==> config.mk <==
export PLATFORM = sky130hd
export DESIGN_NAME = dfi_ctrl_arbiter
export DESIGN_NICKNAME = d
export VERILOG_FILES = /design/src/rtl/dfi_ctrl_arbiter.sv
export SDC_FILE = /design/constraint.sdc
export NUM_CORES = 1
export LEC_CHECK = 0
export CORE_MARGIN = 2
export CORE_UTILIZATION = 57
export CTS_BUF_LIST = sky130_fd_sc_hd__clkbuf_8
export DETAILED_ROUTE_END_ITERATION = 12
export GPL_ROUTABILITY_DRIVEN = 0
export PLACE_DENSITY = 0.87
export SETUP_SLACK_MARGIN = 0.4
export SLEW_MARGIN = 25
export SYNTH_ARGS = -nofsm -noshare
export SYNTH_HDL_FRONTEND = slang
export SYNTH_SLANG_ARGS = --single-unit
==> constraint.sdc <==
create_clock -name clock -period 4.95 [get_ports clock]
set_input_delay 0.99 -clock clock [delete_from_list [all_inputs] [get_ports clock]]
set_output_delay 0.99 -clock clock [all_outputs]
set_load 0.02 [all_outputs]
==> src/rtl/dfi_ctrl_arbiter.sv <==
// Memory-controller-side sequencer for the DFI update, PHY-master and low-power handshakes.
// Only one side-band transaction is granted at a time; forbidden DFI combinations cannot occur.
module dfi_ctrl_arbiter #(
  parameter int TLP_RESP     = 8,
  parameter int TPHYUPD_RESP = 16,
  parameter int TCTRLUPD_MIN = 2,
  parameter int TCTRLUPD_MAX = 32
) (
  input  logic       clock,
  input  logic       reset,
  input  logic       init_start,
  input  logic       mc_idle,
  input  logic       mc_ctrlupd_req,
  output logic       mc_ctrlupd_done,
  input  logic       mc_lp_req,
  input  logic [5:0] mc_lp_wakeup,
  output logic       mc_lp_active,
  output logic       mc_lp_timeout,
  output logic       dfi_ctrlupd_req,
  input  logic       dfi_ctrlupd_ack,
  input  logic       dfi_phyupd_req,
  input  logic [1:0] dfi_phyupd_type,
  output logic       dfi_phyupd_ack,
  input  logic       dfi_phymstr_req,
  output logic       dfi_phymstr_ack,
  output logic       dfi_lp_ctrl_req,
  output logic [5:0] dfi_lp_ctrl_wakeup,
  input  logic       dfi_lp_ctrl_ack,
  output logic [1:0] phyupd_type_lat,
  output logic       phyupd_resp_err,
  output logic [2:0] state
);

  localparam int UW = $clog2(TPHYUPD_RESP + 1);
  localparam int CW = $clog2(TCTRLUPD_MAX + TCTRLUPD_MIN + 1);
  localparam int LW = $clog2(TLP_RESP + 1);
  localparam logic [UW-1:0] UPD_LIMIT = UW'(TPHYUPD_RESP);
  localparam logic [CW-1:0] CTRL_MIN  = CW'(TCTRLUPD_MIN);
  localparam logic [CW-1:0] CTRL_LAST = CW'(TCTRLUPD_MAX - 1);
  localparam logic [LW-1:0] LP_LAST   = LW'(TLP_RESP - 1);

  typedef enum logic [2:0] {
    IDLE        = 3'd0,
    PHYUPD      = 3'd1,
    PHYMSTR     = 3'd2,
    CTRLUPD     = 3'd3,
    CTRLUPD_END = 3'd4,
    LP_REQ      = 3'd5,
    LP_ACTIVE   = 3'd6,
    LP_EXIT     = 3'd7
  } state_t;

  state_t          state_q, state_d;
  logic            ctrlupd_req_q, ctrlupd_req_d;
  logic            phyupd_ack_q, phyupd_ack_d;
  logic            phymstr_ack_q, phymstr_ack_d;
  logic            lp_req_q, lp_req_d;
  logic [5:0]      wakeup_q, wakeup_d;
  logic            lp_active_q, lp_active_d;
  logic            done_q, done_d;
  logic            timeout_q, timeout_d;
  logic [1:0]      type_lat_q, type_lat_d;
  logic            err_q, err_d;
  logic            ack_seen_q, ack_seen_d;
  logic [CW-1:0]   ctrl_cnt_q, ctrl_cnt_d;
  logic [LW-1:0]   lp_cnt_q, lp_cnt_d;
  logic [UW-1:0]   upd_cnt_q, upd_cnt_d;

  // Arbitration and per-transaction sequencing; init_start aborts everything without pulses.
  always_comb begin
    state_d       = state_q;
    ctrlupd_req_d = ctrlupd_req_q;
    phyupd_ack_d  = phyupd_ack_q;
    phymstr_ack_d = phymstr_ack_q;
    lp_req_d      = lp_req_q;
    wakeup_d      = wakeup_q;
    lp_active_d   = lp_active_q;
    done_d        = 1'b0;
    timeout_d     = 1'b0;
    type_lat_d    = type_lat_q;
    ack_seen_d    = ack_seen_q;
    ctrl_cnt_d    = ctrl_cnt_q;
    lp_cnt_d      = lp_cnt_q;
    if (init_start) begin
      state_d       = IDLE;
      ctrlupd_req_d = 1'b0;
      phyupd_ack_d  = 1'b0;
      phymstr_ack_d = 1'b0;
      lp_req_d      = 1'b0;
      lp_active_d   = 1'b0;
      ack_seen_d    = 1'b0;
      ctrl_cnt_d    = {CW{1'b0}};
      lp_cnt_d      = {LW{1'b0}};
    end else begin
      case (state_q)
        IDLE: begin
          if (dfi_phyupd_req && mc_idle) begin
            state_d      = PHYUPD;
            phyupd_ack_d = 1'b1;
            type_lat_d   = dfi_phyupd_type;
          end else if (dfi_phymstr_req && mc_idle) begin
            state_d       = PHYMSTR;
            phymstr_ack_d = 1'b1;
          end else if (mc_ctrlupd_req) begin
            state_d       = CTRLUPD;
            ctrlupd_req_d = 1'b1;
            ack_seen_d    = 1'b0;
            ctrl_cnt_d    = {CW{1'b0}};
          end else if (mc_lp_req) begin
            state_d  = LP_REQ;
            lp_req_d = 1'b1;
            wakeup_d = mc_lp_wakeup;
            lp_cnt_d = {LW{1'b0}};
          end else begin
            state_d = IDLE;
          end
        end
        PHYUPD: begin
          if (!dfi_phyupd_req) begin
            state_d      = IDLE;
            phyupd_ack_d = 1'b0;
          end else begin
            phyupd_ack_d = 1'b1;
          end
        end
        PHYMSTR: begin
          if (!dfi_phymstr_req) begin
            state_d       = IDLE;
            phymstr_ack_d = 1'b0;
          end else begin
            phymstr_ack_d = 1'b1;
          end
        end
        CTRLUPD: begin
          // After the first ack the counter restarts and measures the hold time instead.
          if (ack_seen_q) begin
            if (ctrl_cnt_q >= CTRL_MIN) begin
              state_d       = CTRLUPD_END;
              ctrlupd_req_d = 1'b0;
            end else begin
              ctrl_cnt_d = ctrl_cnt_q + CW'(1);
            end
          end else if (dfi_ctrlupd_ack) begin
            ack_seen_d = 1'b1;
            if (CTRL_MIN == {CW{1'b0}}) begin
              state_d       = CTRLUPD_END;
              ctrlupd_req_d = 1'b0;
            end else begin
              ctrl_cnt_d = CW'(1);
            end
          end else if (ctrl_cnt_q == CTRL_LAST) begin
            state_d       = CTRLUPD_END;
            ctrlupd_req_d = 1'b0;
          end else begin
            ctrl_cnt_d = ctrl_cnt_q + CW'(1);
          end
        end
        CTRLUPD_END: begin
          if (!dfi_ctrlupd_ack) begin
            state_d    = IDLE;
            done_d     = 1'b1;
            ack_seen_d = 1'b0;
          end else begin
            state_d = CTRLUPD_END;
          end
        end
        LP_REQ: begin
          if (dfi_lp_ctrl_ack) begin
            state_d     = LP_ACTIVE;
            lp_active_d = 1'b1;
          end else if (!mc_lp_req) begin
            state_d  = IDLE;
            lp_req_d = 1'b0;
          end else if (lp_cnt_q == LP_LAST) begin
            state_d   = IDLE;
            lp_req_d  = 1'b0;
            timeout_d = 1'b1;
          end else begin
            lp_cnt_d = lp_cnt_q + LW'(1);
          end
        end
        LP_ACTIVE: begin
          if (!mc_lp_req) begin
            state_d  = LP_EXIT;
            lp_req_d = 1'b0;
          end else begin
            lp_req_d = 1'b1;
          end
        end
        LP_EXIT: begin
          if (!dfi_lp_ctrl_ack) begin
            state_d     = IDLE;
            lp_active_d = 1'b0;
          end else begin
            state_d = LP_EXIT;
          end
        end
        default: begin
          state_d       = IDLE;
          ctrlupd_req_d = 1'b0;
          phyupd_ack_d  = 1'b0;
          phymstr_ack_d = 1'b0;
          lp_req_d      = 1'b0;
          lp_active_d   = 1'b0;
        end
      endcase
    end
  end

  // PHY update response watchdog: sticky error once a request waits too long for ack.
  always_comb begin
    upd_cnt_d = upd_cnt_q;
    err_d     = err_q;
    if (init_start || !dfi_phyupd_req || phyupd_ack_q) begin
      upd_cnt_d = {UW{1'b0}};
    end else if (upd_cnt_q != UPD_LIMIT) begin
      upd_cnt_d = upd_cnt_q + UW'(1);
    end else begin
      upd_cnt_d = upd_cnt_q;
    end
    if (upd_cnt_d == UPD_LIMIT) begin
      err_d = 1'b1;
    end else begin
      err_d = err_q;
    end
  end

  // State, output and counter registers.
  always_ff @(posedge clock) begin
    if (reset) begin
      state_q       <= IDLE;
      ctrlupd_req_q <= 1'b0;
      phyupd_ack_q  <= 1'b0;
      phymstr_ack_q <= 1'b0;
      lp_req_q      <= 1'b0;
      wakeup_q      <= 6'd0;
      lp_active_q   <= 1'b0;
      done_q        <= 1'b0;
      timeout_q     <= 1'b0;
      type_lat_q    <= 2'd0;
      err_q         <= 1'b0;
      ack_seen_q    <= 1'b0;
      ctrl_cnt_q    <= {CW{1'b0}};
      lp_cnt_q      <= {LW{1'b0}};
      upd_cnt_q     <= {UW{1'b0}};
    end else begin
      state_q       <= state_d;
      ctrlupd_req_q <= ctrlupd_req_d;
      phyupd_ack_q  <= phyupd_ack_d;
      phymstr_ack_q <= phymstr_ack_d;
      lp_req_q      <= lp_req_d;
      wakeup_q      <= wakeup_d;
      lp_active_q   <= lp_active_d;
      done_q        <= done_d;
      timeout_q     <= timeout_d;
      type_lat_q    <= type_lat_d;
      err_q         <= err_d;
      ack_seen_q    <= ack_seen_d;
      ctrl_cnt_q    <= ctrl_cnt_d;
      lp_cnt_q      <= lp_cnt_d;
      upd_cnt_q     <= upd_cnt_d;
    end
  end

  // DFI request/ack pins drop in the same cycle init_start rises.
  assign dfi_ctrlupd_req    = ctrlupd_req_q & ~init_start;
  assign dfi_phyupd_ack     = phyupd_ack_q & ~init_start;
  assign dfi_phymstr_ack    = phymstr_ack_q & ~init_start;
  assign dfi_lp_ctrl_req    = lp_req_q & ~init_start;
  assign dfi_lp_ctrl_wakeup = wakeup_q;
  assign mc_lp_active       = lp_active_q;
  assign mc_lp_timeout      = timeout_q;
  assign mc_ctrlupd_done    = done_q;
  assign phyupd_type_lat    = type_lat_q;
  assign phyupd_resp_err    = err_q;
  assign state              = state_q;

endmodule

Yosys cells after proc, flatten, opt, wreduce, memory -nomap -nowiden
Cells that the tools add are included.

Flip-flop bits (word level): 35. Input port bits: 18. Word-level logic and storage cells: 162.

$add $sub $neg: 3. $lt $le $gt $ge: 1. Equality and inequality tests: 34. Muxes and demuxes: 71. Bitwise logic cells: 11. Reduce and logical (&&, ||, !) cells: 27.

Operators with widths (count): 3-bit 2-to-1 mux (16); 6-bit 2-to-1 mux (7); 2-bit inequality test, second input constant (16); 1-bit 2-to-1 mux (30); 4-bit 2-to-1 mux (7); 3-bit one-hot mux with 8 select lines (1); 7-bit AND reduction (3); 3-bit inequality test, second input constant (5); 3-bit == test, second input constant (4); 6-bit one-hot mux with 2 select lines (1); 6-bit AND reduction (2); 5-bit 2-to-1 mux (2); 2-bit nonzero test (5); 3-bit AND reduction (3); 4-bit inequality test, second input constant (2); 1-bit one-hot mux with 2 select lines (4); 4-bit one-hot mux with 2 select lines (1); 8-bit AND reduction (1); 1-bit inverter (7); 6-bit by 1-bit adder with 6-bit output, second input constant (1); 3-bit by 2-bit == test with 1-bit output, second input constant (2); 6-bit by 5-bit == test with 1-bit output, second input constant (1); 6-bit by 2-bit >= comparator with 1-bit output, second input constant (1); 1-bit one-hot mux with 3 select lines (2); other kinds (17) (23).

Longest topological paths before layout
Gate-level depths: netlist of the first run.

Word-level depth: 5. Gate-level depth with buffers: 7.

Least setup slack after synthesis of the first run
OpenSTA, ideal clock, no wires.

Path kind: input port to output port. Start: input port init_start. End: output port dfi_ctrlupd_req. Arrival time: 1.294 ns. Data required time: 3.960 ns. Slack: 2.666 ns. Cell stages on the path: 1. Path buffers: 0. Path through: nor2b_1.

Cells in the longest elaborated chain, start to end: 2.

Ends and longest elaborated chain: start, declared (RTL line 11) `input logic init_start,`; 1-bit inverter (no line); 1-bit bitwise AND (RTL line 266) `assign dfi_ctrlupd_req = ctrlupd_req_q & ~init_start;`; end, declared (RTL line 19) `output logic dfi_ctrlupd_req,`.

No other way between the ends.

Worst setup path after layout of the first run
Start: input port init_start. End: output port dfi_lp_ctrl_req.

Cells in the longest elaborated chain, start to end: 2.

Ends and longest elaborated chain: 1-bit inverter (no line); 1-bit bitwise AND (RTL line 269) `assign dfi_lp_ctrl_req = lp_req_q & ~init_start;`; end, declared (RTL line 26) `output logic dfi_lp_ctrl_req,`.

No other way between the ends.

==> results of run 1 <==
[final timing paths]
kind / depth (start not counted) / from / to
worst max-delay path: 3 / init_start / dfi_lp_ctrl_req
worst min-delay path: 2 / phyupd_resp_err / phyupd_resp_err
worst max register to register: 5 / ctrl_cnt_q[3] / ctrl_cnt_q[5]
worst min register to register: 2 / phyupd_resp_err / phyupd_resp_err
[layer usage]
layer  part of all wire, %  global-route usage, %  wire length, um
met5                     0                      0                0
met4                   1.6                   10.9               71
met3                   5.7                   9.17              246
met2                    48                   40.6             2090
met1                    44                   30.4             1920
[worst max-delay path: cells and delay by family]
| kind | cells | cell delay, ns |
|---|---|---|
| buffers and inverters | 2 | 1.17 |
| AND/OR/NAND/NOR | 1 | 0.18 |
[sequential cells by signal, indices dropped and copies added, names as in the netlist, 2 cells and up]
| signal | cells |
|---|---|
| state | 3 |
| dfi_lp_ctrl_wakeup | 6 |
| lp_cnt_q | 4 |
| upd_cnt_q | 5 |
| ctrl_cnt_q | 6 |
| phyupd_type_lat | 2 |
[power groups by stage]
stage,Combinational (mW),Clock [mW],Sequential (mW)
finish,0.0853,0.308,0.298
global route,0.0928,0.323,0.299
CTS,0.0845,0.308,0.298
detailed placement,0.0838,0,0.304
global placement,0.0829,0,0.304
floorplan,0.0509,0,0.302
[area by class of cell]
| type | count | area [sq um] |
|---|---|---|
| timing repair buffer | 36 | 360 |
| inverter | 5 | 18.8 |
| tap | 44 | 55.1 |
| multi-input combinational | 175 | 1090 |
| clock inverter | 3 | 63.8 |
| clock buffer | 5 | 68.8 |
| sequential | 35 | 701 |
| fill | 244 | 724 |
[through the flow]
stage | area (sq um) | total power [mW] | setup WS [ns] | hold slack, ns | instances
finish | 2350 | 0.691 | 1.62 | 0.478 | 303
detailed placement | 2220 | 0.388 | 1.64 | 0.450 | 295
global route | 2350 | 0.715 | 1.52 | 0.489 | 303
global placement | 2220 | 0.387 | 1.64 | 0.452 | 295
CTS | 2350 | 0.691 | 1.62 | 0.477 | 303
floorplan | 1850 | 0.353 | 2.67 | 0.440 | 226
[cells by family after synthesis]
| logic type | synth area share, % |
|---|---|
| simple gates | 29.6 |
| flops | 37.9 |
| mux | 4.88 |
| fa+ha+maj | 3.39 |
| compound gates | 18.1 |
| buf+inv | 3.25 |
| xor+xnor | 2.85 |
[layout by cell type, fill, tap and decap left out, types with 2 or more instances in the layout]
cell             netlist  final
o31a_1                 2      2
nor2b_1                6      6
o21ai_0               11     11
o41ai_1                2      2
nand2b_1               9      9
clkbuf_8               0      5
bufinv_16              0      2
dfxtp_1               35     35
nor4_1                 2      2
nand3b_1               8      8
nand3_1                8      8
xnor2_1                2      2
nor2_1                36     36
a21oi_1               15     15
inv_1                  5      6
or3_1                  2      2
nor3b_1                3      3
nand2_1               13     13
a31oi_1                3      3
ha_1                   5      5
clkdlybuf4s50_1        0     36
mux2i_1                9      9
nand4b_1               3      3
a211oi_1               4      4
nor3_1                 5      5
xor2_1                 4      4
a311oi_1               2      2
==> impl_metrics.csv, run 1 <==
group,metric,value,unit
setup_path,cp_common_cell,"clkdlybuf4s50_1",
synth,synth_seq_cells,35,
synth,syn_area,1850,sq um
synth,ys_seq_area_share,37.9,%
synth,netlist.area_leader.share,37.9,%
power,power_density,294,nW/um^2
power,power.share.clock,44.5,%
sta,tns,0,ns
die,ios,37,
sta,min_period,3.33,ns
cts,clkTransAtPathRegs,0.07,ns
power,internal_power,0.527,mW
sta,fin_worst_skew,0.00717,ns
route,via_per_inst,5.81,
cts,clk_latency,0.30,ns
sta,slew_viol_final,0,
synth,async_reset_ff_share,0,%
finish,final_net_count,281,
synth,synth_top_area_cell,"dfxtp_1",
die,die_area,3710,sq um
power,pwr-share-seq,43.1,%
route,drt_pre_antenna_iters,4,
synth,yosys-top-cells-area,"dfxtp_1 38%, nor2_1 7.3%, mux2i_1 4.9%",
setup_path,critPathKind,"in2out",
sta,grt_setup_unrepaired,"no",
cts,cts_tree,"done",
grt,grt_pass1_vias,1557,
setup_path,critPathSlowestCell,"clkdlybuf4s50_1",
route,drt_iter0_drc,91,
grt,grt_usage,25.2,%
finish,utilization,76.5,%
cts,post_cts_buffers,0,
route,wl,4330,um
grt,antenna_found_initial,0,
synth,yosysMostFrequentCell,"nor2_1",
cts,post_cts_resize_count,0,
die,die_h,60.9,um
synth,yosys_warnings,0,
synth,syn-num-nets,249,
synth,synth_cells,226,
synth,avgSynthCellArea,8.17,sq um
finish,antenna_cells,0,
setup_path,critical_path.max_fanout,8,
sta,relSlewSlack,58.2,%
worst_hold_path,min-delay-path-class,"reg2reg",
die,die_w,60.9,um
die,core-area,3080,sq um
finish,area_growth,27.4,%
route,routedWlPerCell,14.3,um
setup_path,cp_cell_sequence,"clkdlybuf4s50_1 -> nor2b_1 -> clkdlybuf4s50_1",
sta,tightestPinTransition,0.626,ns
sta,finalHoldViolations,0,
synth,synth_enable_flop_cells,0,
cts,cts_buffers,5,
setup_path,arrival,2.34,ns
die,rows,20,
synth,ys_top_cells_by_count,"36 x nor2_1, 35 x dfxtp_1, 15 x a21oi_1, 13 x nand2_1",
power,combPwrFrac,12.3,%
sta,min_period_over_period,67.2,%
route,final_antenna_net_count,0,
finish,drive_gt1_share,4.63,%
power,cellLeakagePower,0.888,nW
cts,ctsHtreeMaxLevel,2,
sta,max_freq,0.301,GHz
route,vias,1761,
setup_path,cp-start-kind,"input pin",
grt,overflow,0,
placed_design,io_buffer_count,36,
run,maxCapViolations,0,
cts,ctsHoldBuffers,0,
cts,numClockSinks,35,
grt,grt_max_degree,22,
cts,cts.path.max_buffers,2,
die,start_util,60.0,%
setup_path,worst-endpoint-required,3.96,ns
setup_path,slowest_delay,0.62,ns
status,outcome,"completed",
power,sw_frac_of_total,23.7,%
placed_design,dp_hpwl,3030,um
grt,grt_pass1_wl,6810,um
synth,synth_cell_types,46,
setup_path,ff2ff_setup_slack,2.87,ns
route,drc,0,
synth,synth-main-ff-cell,"dfxtp_1",
sta,setup_viol,0,
power,p_sw,0.164,mW
cts,root_buffer,"clkbuf_8",
power,ir_worst_vdd,0.179,mV
setup_path,cp-end-kind,"primary output",
No activity file was read; power rests on OpenSTA's default activity.
==> run 2: changes to the inputs <==
CORE_UTILIZATION = 48   (was 57)
PLACE_DENSITY = 0.78   (was 0.87)
clock period = 2.74 ns   (was 4.95 ns; I/O delays follow)
==> impl_metrics.csv, run 2 (synthesis gave the netlist of run 1 again) <==
group,metric,value,unit
setup_path,crit_family,"buffers and inverters",
placed_design,io_buffer_count,36,
placed_design,dp_hpwl,2970,um
setup_path,cp_cell_sequence,"dlygate4sd2_1 -> nor2b_1 -> clkdlybuf4s50_1",
cts,numClockSinks,35,
die,die_h,66.0,um
setup_path,worst-path-buf-inv,2,
setup_path,critPathCapture,"dfi_lp_ctrl_req",
setup_path,worst_r2r_path_depth,5,
finish,multi_input_area,1090,sq um
die,ios,37,
setup_path,startpoint,"init_start",
cts,clkTransAtPathRegs,0.07,ns
route,drt_pre_antenna_iters,4,
cts,root_buffer,"clkbuf_8",
grt,grt_pass1_wl,7010,um
worst_hold_path,holdPathStages,2,
setup_path,critical_path.max_fanout,8,
power,power_density,522,nW/um^2
finish,drive_gt1_share,6.49,%
grt,antenna_found_initial,0,
finish,register_area,702,sq um
finish,final_net_count,284,
power,sw_frac_of_total,23.0,%
grt,grtUsageMet3,4.43,%
cts,ctsHtreeMaxLevel,2,
cts,cts_buffers,5,
power,ir_worst_vdd,0.273,mV
power,internal_power,0.958,mW
cts,post_cts_buffers,0,
finish,final_cell_area,2380,sq um
route,wl,4040,um
sta,relSlewSlack,68.9,%
die,die_w,66.0,um
placed_design,dpl_cell_area,2250,sq um
setup_path,path_depth,3,
grt,grt_usage,20.9,%
finish,area_growth,29.0,%
sta,finalHoldViolations,0,
grt,grt_max_degree,21,
power,cellLeakagePower,0.909,nW
setup_path,cp-start-kind,"input pin",
power,power.share.clock,44.3,%
finish,final_common_cell,"nor2_1",
sta,tns,0,ns
setup_path,critPathKind,"in2out",
sta,setup_ws,0.577,ns
die,die_area,4360,sq um
grt,gr-usage-met2,33.7,%
sta,min_period,2.16,ns
grt,grt.busiest_layer,"met2",
setup_path,slowest_delay,0.60,ns
sta,tightestPinTransition,0.462,ns
route,routedWlPerCell,13.0,um
finish,antenna_cells,0,
power,p_sw,0.285,mW
status,outcome,"completed",
power,combPwrFrac,12.7,%
finish,final_cell_mix,"36 x nor2_1, 34 x dfxtp_1, 33 x clkdlybuf4s50_1, 15 x a21oi_1, 13 x nand2_1",
finish,nFillCells,333,
grt,grt_pass1_vias,1553,
sta,fin_worst_skew,0.00285,ns
worst_hold_path,min-delay-path-class,"reg2reg",
route,drc,0,
sta,setup_viol,0,
grt,met1_usage,27.2,%
power,pwr-share-seq,43.0,%
die,start_util,50.1,%
route,vias,1723,
die,rows,22,
run,maxCapViolations,0,
setup_path,worst-endpoint-required,2.19,ns
route,drt_iter0_drc,90,
cts,clk_latency,0.28,ns
placed_design,pre_cts_slack,0.252,ns
cts,cts.path.max_buffers,2,
route,via_per_inst,5.56,
route,final_antenna_net_count,0,
setup_path,arrival,1.61,ns
setup_path,critPathSlowestCell,"clkdlybuf4s50_1",
setup_path,cp-end-kind,"primary output",
die,core-area,3690,sq um
grt,overflow,0,
setup_path,r2r-start,"ctrl_cnt_q[2]",
setup_path,ff2ff_setup_slack,0.66,ns
sta,grt_setup_unrepaired,"no",
setup_path,r2r-end,"ctrl_cnt_q[0]",
cts,cts_tree,"done",
sta,min_period_over_period,78.9,%
sta,slew_viol_final,0,
sta,max_freq,0.462,GHz
## run 2: cell types whose count changed in the layout (fill, tap and decap cells not counted), sizes merged
cell / delta
buf: +3
clkdlybuf4s50: -3
dlygate4sd2: +3
clkinvlp: +1
inv: -1
## run 2: worst min-delay path by stage
stage,from,endpoint,slack [ns]
final,phyupd_ack_q,phyupd_ack_q,0.49
after detailed placement,phyupd_resp_err,phyupd_resp_err,0.48
after CTS,phyupd_resp_err,phyupd_resp_err,0.49
after global routing,phyupd_type_lat[0],phyupd_type_lat[0],0.52
after global placement,phyupd_resp_err,phyupd_resp_err,0.45
after floorplan,phyupd_ack_q,phyupd_ack_q,0.44
## run 2: repair_timing
item,CTS,global route
cloned,0,0
hold buffers,0,0
resized for setup,3,1
endpoints found under the setup margin,4,1
endpoints found under the hold margin,0,0
## run 2: layout make-up
cell class                      count  area share, %
Timing Repair Buffer               39           15.9
Clock inverter                      3           2.84
Sequential cell                    35           29.5
Multi-Input combinational cell    175           45.6
Inverter                            5          0.788
Clock buffer                        5           2.89
Tap cell                           48           2.52
## run 2: routing by layer
metal / vias up / wire [um]
li1: 884 / -
met3: 4 / 270
met4: 0 / 55
met1: 784 / 1910
met5: - / 0
met2: 51 / 1800
## run 2: power groups by stage
| stage | registers (mW) | clock network [mW] | logic (mW) |
|---|---|---|---|
| 4_1_cts | 0.534 | 0.563 | 0.159 |
| 6_report | 0.534 | 0.551 | 0.158 |
| 3_5_place_dp | 0.546 | 0 | 0.159 |
| 2_1_floorplan | 0.545 | 0 | 0.0920 |
| 5_1_grt | 0.536 | 0.582 | 0.176 |
| 3_3_place_gp | 0.546 | 0 | 0.158 |
## run 2: worst min-delay path, cell delays in order, from the launching register on
cell     delay, ns
dfxtp_1       0.33
nand2_1       0.06
a21oi_1       0.05
## run 2: metrics by stage
stage	hold WS [ns]	utilization [%]	instances	total power [mW]
3_3_place_gp	0.449	61.0	302	0.704
4_1_cts	0.495	64.6	310	1.26
2_1_floorplan	0.440	-	226	0.637
5_1_grt	0.519	64.6	310	1.29
3_5_place_dp	0.478	61.0	302	0.705
6_report	0.488	64.6	310	1.24
==> run 3: changes to the inputs <==
clock period = 1.87 ns   (was 2.74 ns; I/O delays follow)
==> impl_metrics.csv, run 3 (synthesis gave the netlist of run 1 again) <==
group,metric,value,unit
status,outcome,"complete, but fails checks",
finish,final_cell_mix,"40 x buf_4, 35 x nor2_1, 26 x dfxtp_1, 17 x dlygate4sd2_1, 13 x nand2_1",
finish,final_cell_area,2900,sq um
placed_design,dp_cells,332,
grt,grt_pass1_wl,8650,um
die,start_util,50.1,%
sta,slew_viol_final,0,
sta,tightestPinTransition,0.342,ns
sta,fin_worst_skew,0.00704,ns
grt,grt_pass1_vias,1924,
sta,grt_setup_unrepaired,"yes",
setup_path,worst-endpoint-required,2.04,ns
sta,finalHoldWorstSlack,0.473,ns
route,final_antenna_net_count,0,
sta,min_period_over_period,108,%
route,drt_pre_antenna_iters,4,
power,cellLeakagePower,1.26,nW
die,core-area,3690,sq um
route,routedWlPerCell,15.9,um
route,via_per_inst,5.62,
cts,cts_buffers,5,
cts,numClockSinks,35,
setup_path,cp-start-kind,"flip-flop",
setup_path,critPathKind,"reg2reg",
route,drc,0,
route,vias,2000,
setup_path,arrival,2.18,ns
sta,relSlewSlack,77.2,%
setup_path,cp-end-kind,"flip-flop",
die,die_area,4360,sq um
finish,final_net_count,330,
setup_path,critical_path.max_fanout,8,
grt,antenna_found_initial,0,
finish,final_common_cell,"buf_4",
cts,ctsHtreeMaxLevel,2,
sta,setup_ws,-0.140,ns
finish,finalNonFillerCells,356,
die,die_w,66.0,um
route,wl,5650,um
placed_design,dpl_cell_area,2510,sq um
sta,finalHoldViolations,0,
die,rows,22,
cts,root_buffer,"clkbuf_8",
sta,setup_viol,7,
grt,grt_usage,26.0,%
status,violations,"setup timing",
grt,grt_max_degree,14,
finish,area_growth,56.8,%
run,maxCapViolations,0,
cts,clkTransAtPathRegs,0.07,ns
finish,antenna_cells,0,
worst_hold_path,min-delay-path-class,"reg2reg",
grt,overflow,0,
sta,min_period,2.01,ns
sta,max_freq,0.497,GHz
cts,cts_tree,"done",
cts,cts.path.max_buffers,2,
placed_design,io_buffer_count,36,
die,ios,37,
cts,clk_latency,0.29,ns
power,power_density,633,nW/um^2
power,ir_worst_vdd,0.493,mV
finish,drive_gt1_share,33.4,%
route,drt_iter0_drc,121,
power,power,1.83,mW
die,die_h,66.0,um
placed_design,dp_hpwl,3420,um
[run 3: cell types whose count changed in the layout (fill, tap and decap cells not counted), moves of 3 or more]
| cell | change |
|---|---|
| a21oi_1 | -3 |
| a21oi_2 | +3 |
| buf_2 | +5 |
| buf_4 | +37 |
| buf_6 | +9 |
| clkdlybuf4s50_1 | -23 |
| dfxtp_1 | -8 |
| dfxtp_2 | +5 |
| dfxtp_4 | +3 |
| dlygate4sd2_1 | +14 |
| o21ai_0 | -4 |
[run 3: per-stage QoR]
step | util (%) | setup WS (ns) | TNS [ns]
5_1_grt | 78.5 | -0.175 | -1.04
3_5_place_dp | 68.1 | -0.209 | -2.75
6_report | 78.5 | -0.140 | -0.669
2_1_floorplan | - | -0.0180 | -0.0317
3_3_place_gp | 68.1 | -0.156 | -2.21
4_1_cts | 76.6 | -0.0973 | -0.321
[run 3: what timing repair did]
action / in CTS / in global routing
hold buffers: 0 / 0
setup endpoints to repair: 50 / 30
setup buffers: 12 / 4
pin swaps: 18 / 15
resized for setup: 68 / 24
[run 3: metal layers]
| metal | up-vias | GRT usage [%] | share of wire (%) | wire length [um] |
|---|---|---|---|---|
| li1 | 976 | - | - | - |
| met3 | 20 | 6.13 | 5.6 | 319 |
| met1 | 932 | 29.8 | 43 | 2420 |
| met4 | 0 | 13.0 | 3.3 | 188 |
| met5 | - | 0 | 0 | 0 |
| met2 | 72 | 45.2 | 48 | 2720 |
[run 3: path summary, 6_finish.rpt]
check,from,end,slack [ns],depth (start not counted)
worst max-delay path,ctrl_cnt_q[2],ctrl_cnt_q[2],-0.14,5
worst min-delay path,phyupd_ack_q,phyupd_ack_q,0.47,2
worst max register to register,ctrl_cnt_q[2],ctrl_cnt_q[2],-0.14,5
worst min register to register,phyupd_ack_q,phyupd_ack_q,0.47,2
[run 3: cell type report]
| class | instances | area [sq um] |
|---|---|---|
| Clock buffer | 6 | 82.6 |
| Clock inverter | 2 | 35.0 |
| Fill cell | 256 | 792 |
| Inverter | 5 | 18.8 |
| Multi-Input combinational cell | 175 | 1260 |
| Sequential cell | 35 | 719 |
| Tap cell | 48 | 60.1 |
| Timing Repair Buffer | 85 | 722 |
[run 3: worst max-delay path: stages, from the launching register on]
cell	delay, ns
dfxtp_2	0.32
or4_4	0.54
o31a_1	0.30
o31a_1	0.36
o21ai_0	0.26
a21oi_1	0.11
[run 3: report_power, final]
group	internal, mW	switching [mW]
clock network	0.431	0.286
logic	0.170	0.171
registers	0.760	0.0161
total	1.36	0.473
